### src/rtl/seq_div_2n_by_n.sv
// seq_div_2n_by_n: sequential radix-2 restoring divider.
// Divides a 2N-bit unsigned dividend P by an N-bit unsigned divisor B and
// returns an N-bit quotient Q and remainder R, one quotient bit per cycle.
// Divide-by-zero and quotient overflow are detected up front and answered
// in a single cycle. Valid/ready handshakes on both input and output.
module seq_div_2n_by_n #(
   parameter int N = 16
) (
   input  logic           clk,
   input  logic           rst,
   input  logic           in_valid,
   output logic           in_ready,
   input  logic [2*N-1:0] P,
   input  logic [N-1:0]   B,
   output logic           out_valid,
   input  logic           out_ready,
   output logic [N-1:0]   Q,
   output logic [N-1:0]   R,
   output logic           div_zero,
   output logic           ovf
);

   localparam int CW = $clog2(N + 1);

   typedef enum logic [1:0] {
      IDLE = 2'd0,
      RUN  = 2'd1,
      DONE = 2'd2
   } state_t;

   state_t         state_r, state_s;
   logic [N-1:0]   b_r, b_s;
   // The partial remainder is always strictly below the divisor, so its
   // top bit is structurally zero and is not stored; the trial value below
   // re-extends it to N+1 bits for the compare.
   logic [N-1:0]   pr_r, pr_s;
   // Low dividend half shifts out MSB-first while quotient bits shift in at
   // the LSB, so after N iterations this register holds the quotient.
   logic [N-1:0]   low_r, low_s;
   logic [CW-1:0]  cnt_r, cnt_s;
   logic           out_valid_r, out_valid_s;
   logic [N-1:0]   q_r, q_s;
   logic [N-1:0]   r_r, r_s;
   logic           dz_r, dz_s;
   logic           ovf_r, ovf_s;

   logic [N:0]     t_s;
   logic           ge_s;
   logic [N-1:0]   diff_s;
   logic [N-1:0]   pr_step_s;
   logic [N-1:0]   low_step_s;

   // One restoring step: form the trial value, compare, conditionally subtract.
   always_comb begin
      t_s    = {pr_r, low_r[N-1]};
      ge_s   = (t_s >= {1'b0, b_r});
      // When T >= B the difference is below B, so N bits hold it exactly.
      diff_s = t_s[N-1:0] - b_r;
      if (ge_s) begin
         pr_step_s = diff_s;
      end else begin
         pr_step_s = t_s[N-1:0];
      end
      low_step_s = {low_r[N-2:0], ge_s};
   end

   // Next-state and next-datapath decode for the IDLE/RUN/DONE controller.
   always_comb begin
      state_s     = state_r;
      b_s         = b_r;
      pr_s        = pr_r;
      low_s       = low_r;
      cnt_s       = cnt_r;
      out_valid_s = out_valid_r;
      q_s         = q_r;
      r_s         = r_r;
      dz_s        = dz_r;
      ovf_s       = ovf_r;
      case (state_r)
         IDLE: begin
            if (in_valid) begin
               b_s = B;
               if (B == {N{1'b0}}) begin
                  state_s     = DONE;
                  out_valid_s = 1'b1;
                  q_s         = {N{1'b1}};
                  r_s         = P[N-1:0];
                  dz_s        = 1'b1;
                  ovf_s       = 1'b0;
               end else if (P[2*N-1:N] >= B) begin
                  state_s     = DONE;
                  out_valid_s = 1'b1;
                  q_s         = {N{1'b1}};
                  r_s         = {N{1'b0}};
                  dz_s        = 1'b0;
                  ovf_s       = 1'b1;
               end else begin
                  state_s = RUN;
                  pr_s    = P[2*N-1:N];
                  low_s   = P[N-1:0];
                  cnt_s   = CW'(N);
               end
            end else begin
               state_s = IDLE;
            end
         end
         RUN: begin
            pr_s  = pr_step_s;
            low_s = low_step_s;
            cnt_s = cnt_r - CW'(1);
            if (cnt_r == CW'(1)) begin
               state_s     = DONE;
               out_valid_s = 1'b1;
               q_s         = low_step_s;
               r_s         = pr_step_s;
               dz_s        = 1'b0;
               ovf_s       = 1'b0;
            end else begin
               state_s = RUN;
            end
         end
         DONE: begin
            if (out_ready) begin
               state_s     = IDLE;
               out_valid_s = 1'b0;
            end else begin
               state_s = DONE;
            end
         end
         default: begin
            state_s     = IDLE;
            out_valid_s = 1'b0;
         end
      endcase
   end

   // State and datapath registers with synchronous reset.
   always_ff @(posedge clk) begin
      if (rst) begin
         state_r     <= IDLE;
         b_r         <= {N{1'b0}};
         pr_r        <= {N{1'b0}};
         low_r       <= {N{1'b0}};
         cnt_r       <= {CW{1'b0}};
         out_valid_r <= 1'b0;
         q_r         <= {N{1'b0}};
         r_r         <= {N{1'b0}};
         dz_r        <= 1'b0;
         ovf_r       <= 1'b0;
      end else begin
         state_r     <= state_s;
         b_r         <= b_s;
         pr_r        <= pr_s;
         low_r       <= low_s;
         cnt_r       <= cnt_s;
         out_valid_r <= out_valid_s;
         q_r         <= q_s;
         r_r         <= r_s;
         dz_r        <= dz_s;
         ovf_r       <= ovf_s;
      end
   end

   assign in_ready  = (state_r == IDLE);
   assign out_valid = out_valid_r;
   assign Q         = q_r;
   assign R         = r_r;
   assign div_zero  = dz_r;
   assign ovf       = ovf_r;

endmodule

### config.mk
export PLATFORM = sky130hd
export DESIGN_NAME = seq_div_2n_by_n
export DESIGN_NICKNAME = d
export VERILOG_FILES = /design/src/rtl/seq_div_2n_by_n.sv
export SDC_FILE = /design/constraint.sdc
export NUM_CORES = 1
export LEC_CHECK = 0
export ABC_AREA = 1
export CAP_MARGIN = 10
export CORE_ASPECT_RATIO = 0.7
export CORE_MARGIN = 8
export CORE_UTILIZATION = 54
export DETAILED_ROUTE_END_ITERATION = 6
export PLACE_DENSITY = 0.87
export SLEW_MARGIN = 20
export SYNTH_ARGS = -nofsm -noshare
export SYNTH_HDL_FRONTEND = slang
export SYNTH_SLANG_ARGS = --single-unit
### constraint.sdc
create_clock -name clk -period 2.6 [get_ports clk]
set_input_delay 0.78 -clock clk [delete_from_list [all_inputs] [get_ports clk]]
set_output_delay 0.78 -clock clk [all_outputs]
set_load 0.02 [all_outputs]
# Word level (Yosys, flattened, before mapping)
# Index checks and enable logic that the tools add are counted.
# W data, S select, Z words.
word_totals:
  out_inout_bits: 36
  elab_cells: 73
  input_bits: 52
  ff_bits: 90
op_classes:
  n_addsub: 2
  n_eq_ne: 9
  n_lt_le_gt_ge: 2
  n_reduce_logical: 7
  mux: 43
op_table:
  columns: ["operator", "n"]
  rows:
  - ["$mux W16", 15]
  - ["$pmux W16 S2", 4]
  - ["$ge A17 B16 Y1", 1]
  - ["$ge A16 B16 Y1", 1]
  - ["$logic_not A16 Y1", 1]
  - ["$sub A16 B16 Y16", 1]
  - ["$mux W5", 3]
  - ["$reduce_and A4 Y1", 3]
  - ["$mux W1", 11]
  - ["$mux W2", 5]
  - ["$ne A2 B2 Y1 const B", 5]
  - ["$pmux W5 S2", 1]
  - ["$pmux W2 S3", 1]
  - ["$eq A5 B1 Y1 const B", 1]
  - ["$sub A5 B1 Y5 const B", 1]
  - ["$pmux W1 S2", 2]
  - ["$ne A3 B1 Y1 const B", 1]
  - ["$pmux W1 S3", 1]
  - ["$eq A2 B1 Y1 const B", 1]
  - ["$eq A2 B2 Y1 const B", 1]
  - ["$logic_not A2 Y1", 1]
  - ["$reduce_and A2 Y1", 1]
  - ["$reduce_bool A2 Y1", 1]

# Longest topological paths before layout
# Gate-level depths: netlist of run 1.
logic_depth:
  word_depth: 5
  ltp_mapped: 17

# Least setup slack after synthesis of run 1
# Ideal clock, no wire load.
synth_path:
  path_type: "in2reg"
  startpoint: "input B[15]"
  endpoint: "register low_r[15]"
  path_buffers: 1
  arrival_time_ns: 2.224
  setup_slack_ns: 0.248
  setup_ns: 0.128
  cell_stages: 14
  cell_sequence: "inv_1 -> ha_1 -> nand2_1 -> inv_1 -> nor2_1 -> o21a_1 -> nand2_1 -> nor2_2 -> nand2_2 -> a21oi_4 -> buf_2 -> nand2_1 -> o21ai_1 -> nor2_1"
synth_via:
  elab_chain_cells: 3
  word_cells_on_any_way: 5
synth_lines:
  columns: ["item", "line", "source"]
  rows:
  - ["start, declared", "14", "input logic [N-1:0] B,"]
  - ["$ge A16 B16 Y1 or $logic_not A16 Y1 (tied branches)", "90, 83", null]
  - ["$ne A2 B2 Y1 (no source line)", null, null]
  - ["$reduce_and A4 Y1 (no source line) *", null, null]
  - ["end signal, assigned", "143", "low_r <= {N{1'b0}};"]
  - ["end signal, assigned", "154", "low_r <= low_s;"]
  - ["end, declared", "39", "logic [N-1:0] low_r, low_s;"]
# Every way passes the cells marked *; elsewhere a longest branch is shown, timed or not.
# A chain may end at the register's enable or synchronous reset.

# Final worst setup path of run 1
layout_path:
  startpoint: "input P[20]"
  endpoint: "register r_r[12], in the netlist R[12]"
layout_via:
  elab_chain_cells: 3
layout_lines:
  columns: ["item", "line", "source"]
  rows:
  - ["start, declared", "13", "input logic [2*N-1:0] P,"]
  - ["$ge A16 B16 Y1", "90", "end else if (P[2*N-1:N] >= B) begin"]
  - ["$ne A3 B1 Y1 (no source line)", null, null]
  - ["$reduce_and A4 Y1 (no source line)", null, null]
  - ["end signal, assigned", "147", "r_r <= {N{1'b0}};"]
  - ["end signal, assigned", "158", "r_r <= r_s;"]
  - ["end, declared", "43", "logic [N-1:0] r_r, r_s;"]
# No other way between the ends.

==> results of run 1 <==
[timing repair]
item,4_1_cts,5_1_grt
pin swaps,13,20
hold buffers,0,0
gates resized for setup,27,52
gates cloned,3,4
endpoints found under the setup margin,52,71
buffers inserted,4,1
[final cells by class]
class / count / area share (%)
multi-input cells: 632 / 43.98
repair buffers: 156 / 21.73
well taps: 128 / 2.086
inverters: 97 / 4.841
flip-flops and latches: 90 / 23.47
clock buffers: 9 / 2.934
clock inverters: 7 / 0.9617
[kinds of logic after synthesis]
kind of cell | Yosys count
AO/OA/AOI/OAI | 146
XOR/XNOR | 10
adder cells (fa/ha/maj) | 35
buffers and inverters | 132
flip-flops | 90
AND/OR/NAND/NOR | 441
[state kept, by name, indices dropped and copies added, names as in the netlist]
register,flops
Q,16
R,16
b_r,16
cnt_r,5
div_zero,1
low_r,16
out_valid,1
ovf,1
pr_r,16
state_r,2
[worst reg2reg max path, delay by kind of cell, from the launching register on]
| kind | cells | cell delay [ns] |
|---|---|---|
| buffers and inverters | 3 | 0.29 |
| AOI/OAI and AO/OA | 1 | 0.21 |
| adders and majority gates | 1 | 0.39 |
| DFF | 1 | 0.31 |
| and+or+nand+nor | 11 | 1.23 |
[through the flow]
| step | cells | setup TNS (ns) | instance area [um^2] |
|---|---|---|---|
| after detailed placement | 1092 | -27.83 | 6894 |
| after global placement | 1092 | -22.78 | 6894 |
| after floorplan | 854 | 0 | 5504 |
| after global routing | 1119 | -0.7162 | 7676 |
| final | 1119 | 0 | 7676 |
| after CTS | 1115 | 0 | 7403 |
[how the worst max path moves through the flow]
stage	startpoint	to	slack [ns]	cells after the start
after floorplan	B[15]	low_r[15]	0.25	14
after detailed placement	B[3]	pr_r[12]	-0.46	14
after global routing	B[7]	pr_r[4]	-0.07	16
after CTS	B[9]	R[10]	0.001	15
final	P[20]	R[12]	0.02	14
after global placement	B[3]	pr_r[10]	-0.37	14
[cells in the final DEF (no fill, tap or decap), drive strengths merged, types with 13 or more instances in the layout]
cell and count:
inv 100, nor2 106, nand2 260, buf 65, o21ai 64, ha 34, clkdlybuf4s50 58, a21oi 75
nand3 38, clkbuf 13, dfxtp 90, or2 17, dlymetal6s2s 22
[per-layer routing]
metal  vias up  wire [um]  GRT usage, %
met5         -          0             0
met4         0        503         7.569
met3        58       2487         6.125
met2       438       8438         37.81
met1      2789       7808         33.85
li1       2975          -             -
[power groups by stage]
stage | sequential, W | combinational [W] | clock (W)
finish | 0.00173 | 0.00263 | 0.00132
global route | 0.00175 | 0.00285 | 0.00137
CTS | 0.00172 | 0.00242 | 0.00131
detailed placement | 0.00175 | 0.00228 | 0
global placement | 0.00174 | 0.00225 | 0
floorplan | 0.00182 | 0.00145 | 0
==> results.py, run 1 <==
metrics = {
    "status": {
        "status": "completed",
    },
    "worst_setup_path": {
        "path_max_fanout": 6,
        "setup.worst_path.end_class": "register",
        "r2r_setup_slack_ns": 0.11,
        "cp.arrival_ns": 2.82,
        "timing.rr.start": "b_r[10]",
        "worst-path-buf-inv": 3,
        "crit_type": "input port to register",
        "worstReg2RegEnd": "pr_r[7]",
        "critPathMaxStageDelay_ns": 0.43,
        "start_kind": "input port",
        "worstPathCellList": "clkdlybuf4s50_1 -> ha_1 -> nand2_1 -> nor2_2 -> nand3_1 -> nand3_2 -> nand2_4 -> nand3_4 -> nand3_4 -> inv_8 -> buf_4 -> nand2_1 -> nor2_1 -> nor2_1",
        "slowest_stage": "clkdlybuf4s50_1",
        "cp.required_ns": 2.84,
        "cp_top_family": "simple AND/OR/NAND/NOR gates",
        "reg2reg_depth": 16,
    },
    "synth": {
        "yosys_warnings": 0,
        "synth_top_cell_by_area": "dfxtp_1",
        "synth_compound_area_share_pct": 14.03,
        "ys_seq_elements": 90,
        "syn_inst": 854,
        "synthAdderAreaFrac_pct": 8.093,
        "synth_area_um2": 5504,
        "syn_nets": 941,
        "synth_edf_count": 0,
        "ys_types": 36,
        "seq_area_frac_synth_pct": 32.73,
        "synth_ff_type": "dfxtp_1",
        "synthSimpleGateAreaFrac_pct": 33.96,
        "syn_avg_cell_area_um2": 6.445,
        "async_reset_ff_share_pct": 0,
        "synth_top_area_share_pct": 32.73,
        "synth_common_cells": "nand2_1 (252), nor2_1 (100), dfxtp_1 (90)",
        "synth_mux_area_share_pct": 0,
        "yosysMostFrequentCell": "nand2_1",
        "ys_top_cells_by_area": "dfxtp_1 (33%), nand2_1 (17%), ha_1 (7.7%)",
        "yosys.area_share.xor_xnor_pct": 1.591,
        "synth_top_family_by_area": "simple AND/OR/NAND/NOR gates",
    },
    "pwr": {
        "p_per_area_nw_per_um2": 739.5,
        "irDropWorstVdd_uv": 389.4,
        "comb_power_share_pct": 46.3,
        "totalPowerFinal_w": 0.005677,
        "leakagePower_nw": 3.701,
        "p_switching_w": 0.002315,
        "pwr-share-seq_pct": 30.5,
        "p_sw_share_pct": 40.77,
        "clkPwrFrac_pct": 23.2,
        "intPower_w": 0.003362,
    },
    "timing": {
        "period_needed_ns": 2.578,
        "slew_viol_final": 0,
        "worst_pin_slew_ns": 0.4166,
        "slew-limit-headroom_pct": 72.19,
        "fmax_mhz": 387.8,
        "setup_slack_ns": 0.02156,
        "fin_crit_sh_pct": 99.17,
        "hold_slack_ns": 0.4558,
        "hold_viol_final": 0,
        "setup_viol": 0,
        "fin_skew_ns": 0.01246,
    },
    "route": {
        "vias_per_cell": 5.594,
        "wl_um": 19240,
        "drtPass1Iterations": 5,
        "vias": 6260,
        "drtIter0Drc": 653,
        "ant_nets": 0,
        "drc": 0,
        "avgRoutedWirePerCell_um": 17.19,
    },
    "cells_and_area": {
        "n_antenna_cell": 0,
        "area_delta_synth_final_pct": 39.46,
        "seqCellArea_um2": 1802,
        "nets": 1073,
        "nFillCells": 641,
        "multiInputGateArea_um2": 3376,
        "drive_gt1_share_pct": 16.95,
        "fin_util_pct": 78.35,
    },
    "clock_network": {
        "cts_buffers": 9,
        "clkSinkCount": 90,
        "cts_root_buf": "clkbuf_16",
        "clk_pin_slew_ns": 0.07,
        "clock_path_buffers": 2,
        "cts_tree": "yes",
        "clkLatencyLatePin_ns": 0.35,
        "htreeDepth": 3,
    },
    "global_routing": {
        "grt_usage_pct": 24.89,
        "antenna_found_initial": 0,
        "overflow": 0,
        "grt_pass1_wl_um": 27240,
        "grt_max_degree": 57,
        "grt_pass1_vias": 5520,
    },
    "floorplanning": {
        "ioPinCount": 88,
        "start_util_pct": 56.18,
        "core-area_um2": 9797,
        "dieArea_um2": 13730,
        "die_w_um": 136.7,
        "fp.dieH_um": 100.5,
        "rows": 30,
    },
    "min_path": {
        "holdPathStages": 2,
        "hp-start": "out_valid",
        "hold_end": "out_valid",
        "worstHoldPathType": "register to register",
    },
    "job": {
        "drv_cap": 0,
    },
    "placement": {
        "dpl_worst_slack_ns": -0.4615,
        "io_buffers": 87,
        "dp_hpwl_um": 12080,
        "gp_congestion": 0.9692,
    },
}
Power figures use the tool's default switching activity.
==> inputs of run 2 (changes only) <==
- PLACE_DENSITY: 0.87 -> 0.85
==> run 2 against run 1 <==
Compared with the run above:
- final area down 0.67%
- largest power group unchanged
- critical path type unchanged
- worst setup slack improved by 0.017 ns
- total power fell by 0.14%
==> results.py, run 2 (synthesized netlist as in run 1, its figures left out) <==
metrics = {
    "global_routing": {
        "overflow": 0,
        "grt_use_met2_pct": 39.76,
        "met3_usage_pct": 6.823,
        "grt_usage_pct": 26.03,
        "top_usage_layer": "met2",
        "grt_max_degree": 57,
        "grt_pass1_vias": 5754,
        "gr-usage-met1_pct": 35.21,
        "grt_pass1_wl_um": 28440,
        "antenna_found_initial": 0,
    },
    "placement": {
        "dpl_worst_slack_ns": -0.4429,
        "io_buffers": 87,
        "gp_congestion": 0.9525,
        "dp_cells": 1091,
        "dp_hpwl_um": 12280,
        "place_area_um2": 6874,
    },
    "route": {
        "drtIter0Drc": 692,
        "vias": 6140,
        "ant_nets": 0,
        "wl_um": 18530,
        "drc": 0,
        "drtPass1Iterations": 6,
        "vias_per_cell": 5.482,
        "avgRoutedWirePerCell_um": 16.55,
    },
    "timing": {
        "setup_slack_ns": 0.03843,
        "setup_viol": 0,
        "hold_viol_final": 0,
        "slew_viol_final": 0,
        "period_needed_ns": 2.562,
        "tns_ns": 0,
        "fmax_mhz": 390.4,
        "fin_crit_sh_pct": 98.52,
        "worst_pin_slew_ns": 0.4299,
        "slew-limit-headroom_pct": 71.30,
        "fin_skew_ns": 0.003935,
    },
    "cells_and_area": {
        "drive_gt1_share_pct": 16.94,
        "nets": 1074,
        "multiInputGateArea_um2": 3342,
        "seqCellArea_um2": 1802,
        "n_antenna_cell": 0,
        "final_common_cell": "nand2_1",
        "area_delta_synth_final_pct": 38.53,
        "final_area_um2": 7625,
        "mostFrequentLayoutCells": "nand2_1 (245), nor2_1 (97), dfxtp_1 (90), inv_1 (79), a21oi_1 (68)",
        "nFillCells": 669,
        "instances_no_fill": 1120,
    },
    "floorplanning": {
        "dieArea_um2": 13730,
        "core-area_um2": 9797,
        "rows": 30,
        "ioPinCount": 88,
        "start_util_pct": 56.18,
        "die_w_um": 136.7,
        "fp.dieH_um": 100.5,
    },
    "worst_setup_path": {
        "cp.arrival_ns": 2.80,
        "path_max_fanout": 6,
        "start_kind": "input port",
        "crit_type": "input port to register",
        "cp.required_ns": 2.84,
        "setup.worst_path.end_class": "register",
    },
    "clock_network": {
        "cts_root_buf": "clkbuf_16",
        "clkLatencyLatePin_ns": 0.35,
        "clkSinkCount": 90,
        "cts_tree": "yes",
        "cts_buffers": 9,
        "clock_path_buffers": 2,
        "htreeDepth": 3,
        "clk_pin_slew_ns": 0.07,
    },
    "pwr": {
        "irDropWorstVdd_uv": 451.2,
        "totalPowerFinal_w": 0.005669,
        "leakagePower_nw": 3.634,
        "p_per_area_nw_per_um2": 743.5,
    },
    "min_path": {
        "worstHoldPathType": "register to register",
    },
    "status": {
        "status": "completed",
    },
    "job": {
        "drv_cap": 0,
    },
}
[run 2: changes by cell type in the layout (fill, tap and decap cells not counted), moves of 4 or more]
| cell | before | now |
|---|---|---|
| nand2_2 | 6 | 13 |
| nand2_1 | 250 | 245 |
| dlymetal6s2s_1 | 22 | 14 |
| clkdlybuf4s50_1 | 58 | 62 |
| dlygate4sd2_1 | 7 | 11 |
[run 2: worst max-delay path, cell delays in order]
cell             delay (ns)
clkdlybuf4s50_1        0.44
ha_1                   0.31
nand2_2                0.07
nor2_4                 0.13
nand3_1                0.11
nand3_2                0.09
nand2_2                0.06
buf_4                  0.14
nand3_4                0.06
nand3_4                0.11
inv_6                  0.12
buf_12                 0.12
nand2_2                0.07
nor2_4                 0.13
nor2_1                 0.06
[run 2: worst paths after layout]
| kind | end | slack (ns) | cells after the start | from |
|---|---|---|---|---|
| setup / recovery | R[14] | 0.04 | 15 | P[20] |
| hold / removal | out_valid | 0.46 | 2 | out_valid |
| setup reg to reg | pr_r[7] | 0.20 | 12 | b_r[11] |
| hold reg to reg | out_valid | 0.46 | 2 | out_valid |
[run 2: timing repair]
item                                    4_1_cts  5_1_grt
setup buffers                                 7        0
hold buffers                                  0        0
endpoints found under the hold margin         0        0
gates resized for setup                      43       32
pin swaps                                    17       19
gates cloned                                  5        2
endpoints found under the setup margin       62       71
[run 2: through the flow]
stage / utilization (%) / hold WS (ns)
final: 77.83 / 0.4569
after global routing: 77.83 / 0.4825
after CTS: 76.53 / 0.4618
after detailed placement: 70.17 / 0.4500
after global placement: 70.17 / 0.4412
after floorplan: - / 0.4298
[run 2: where the power goes]
group	switching [W]	leakage [nW]	total (W)	internal (W)
clock	0.000581	0.148	0.00134	0.000755
combinational	0.00151	2.74	0.00260	0.00109
sequential	0.000138	0.742	0.00173	0.00159
total	0.00223	3.63	0.00567	0.00344
[run 2: layer usage]
metal	vias up	wire length [um]	part of all wire, %
li1	2990	-	-
met1	2715	7794	42
met2	394	8040	43
met3	41	2306	12
met4	0	392	2.1
met5	-	0	0
[run 2: cell type report]
cell class	instances	share of cell area [%]
multi-input combinational	632	43.83
sequential	90	23.63
timing repair buffer	157	21.64
inverter	97	4.841
clock buffer	9	2.954
tap	128	2.100
clock inverter	7	1.001
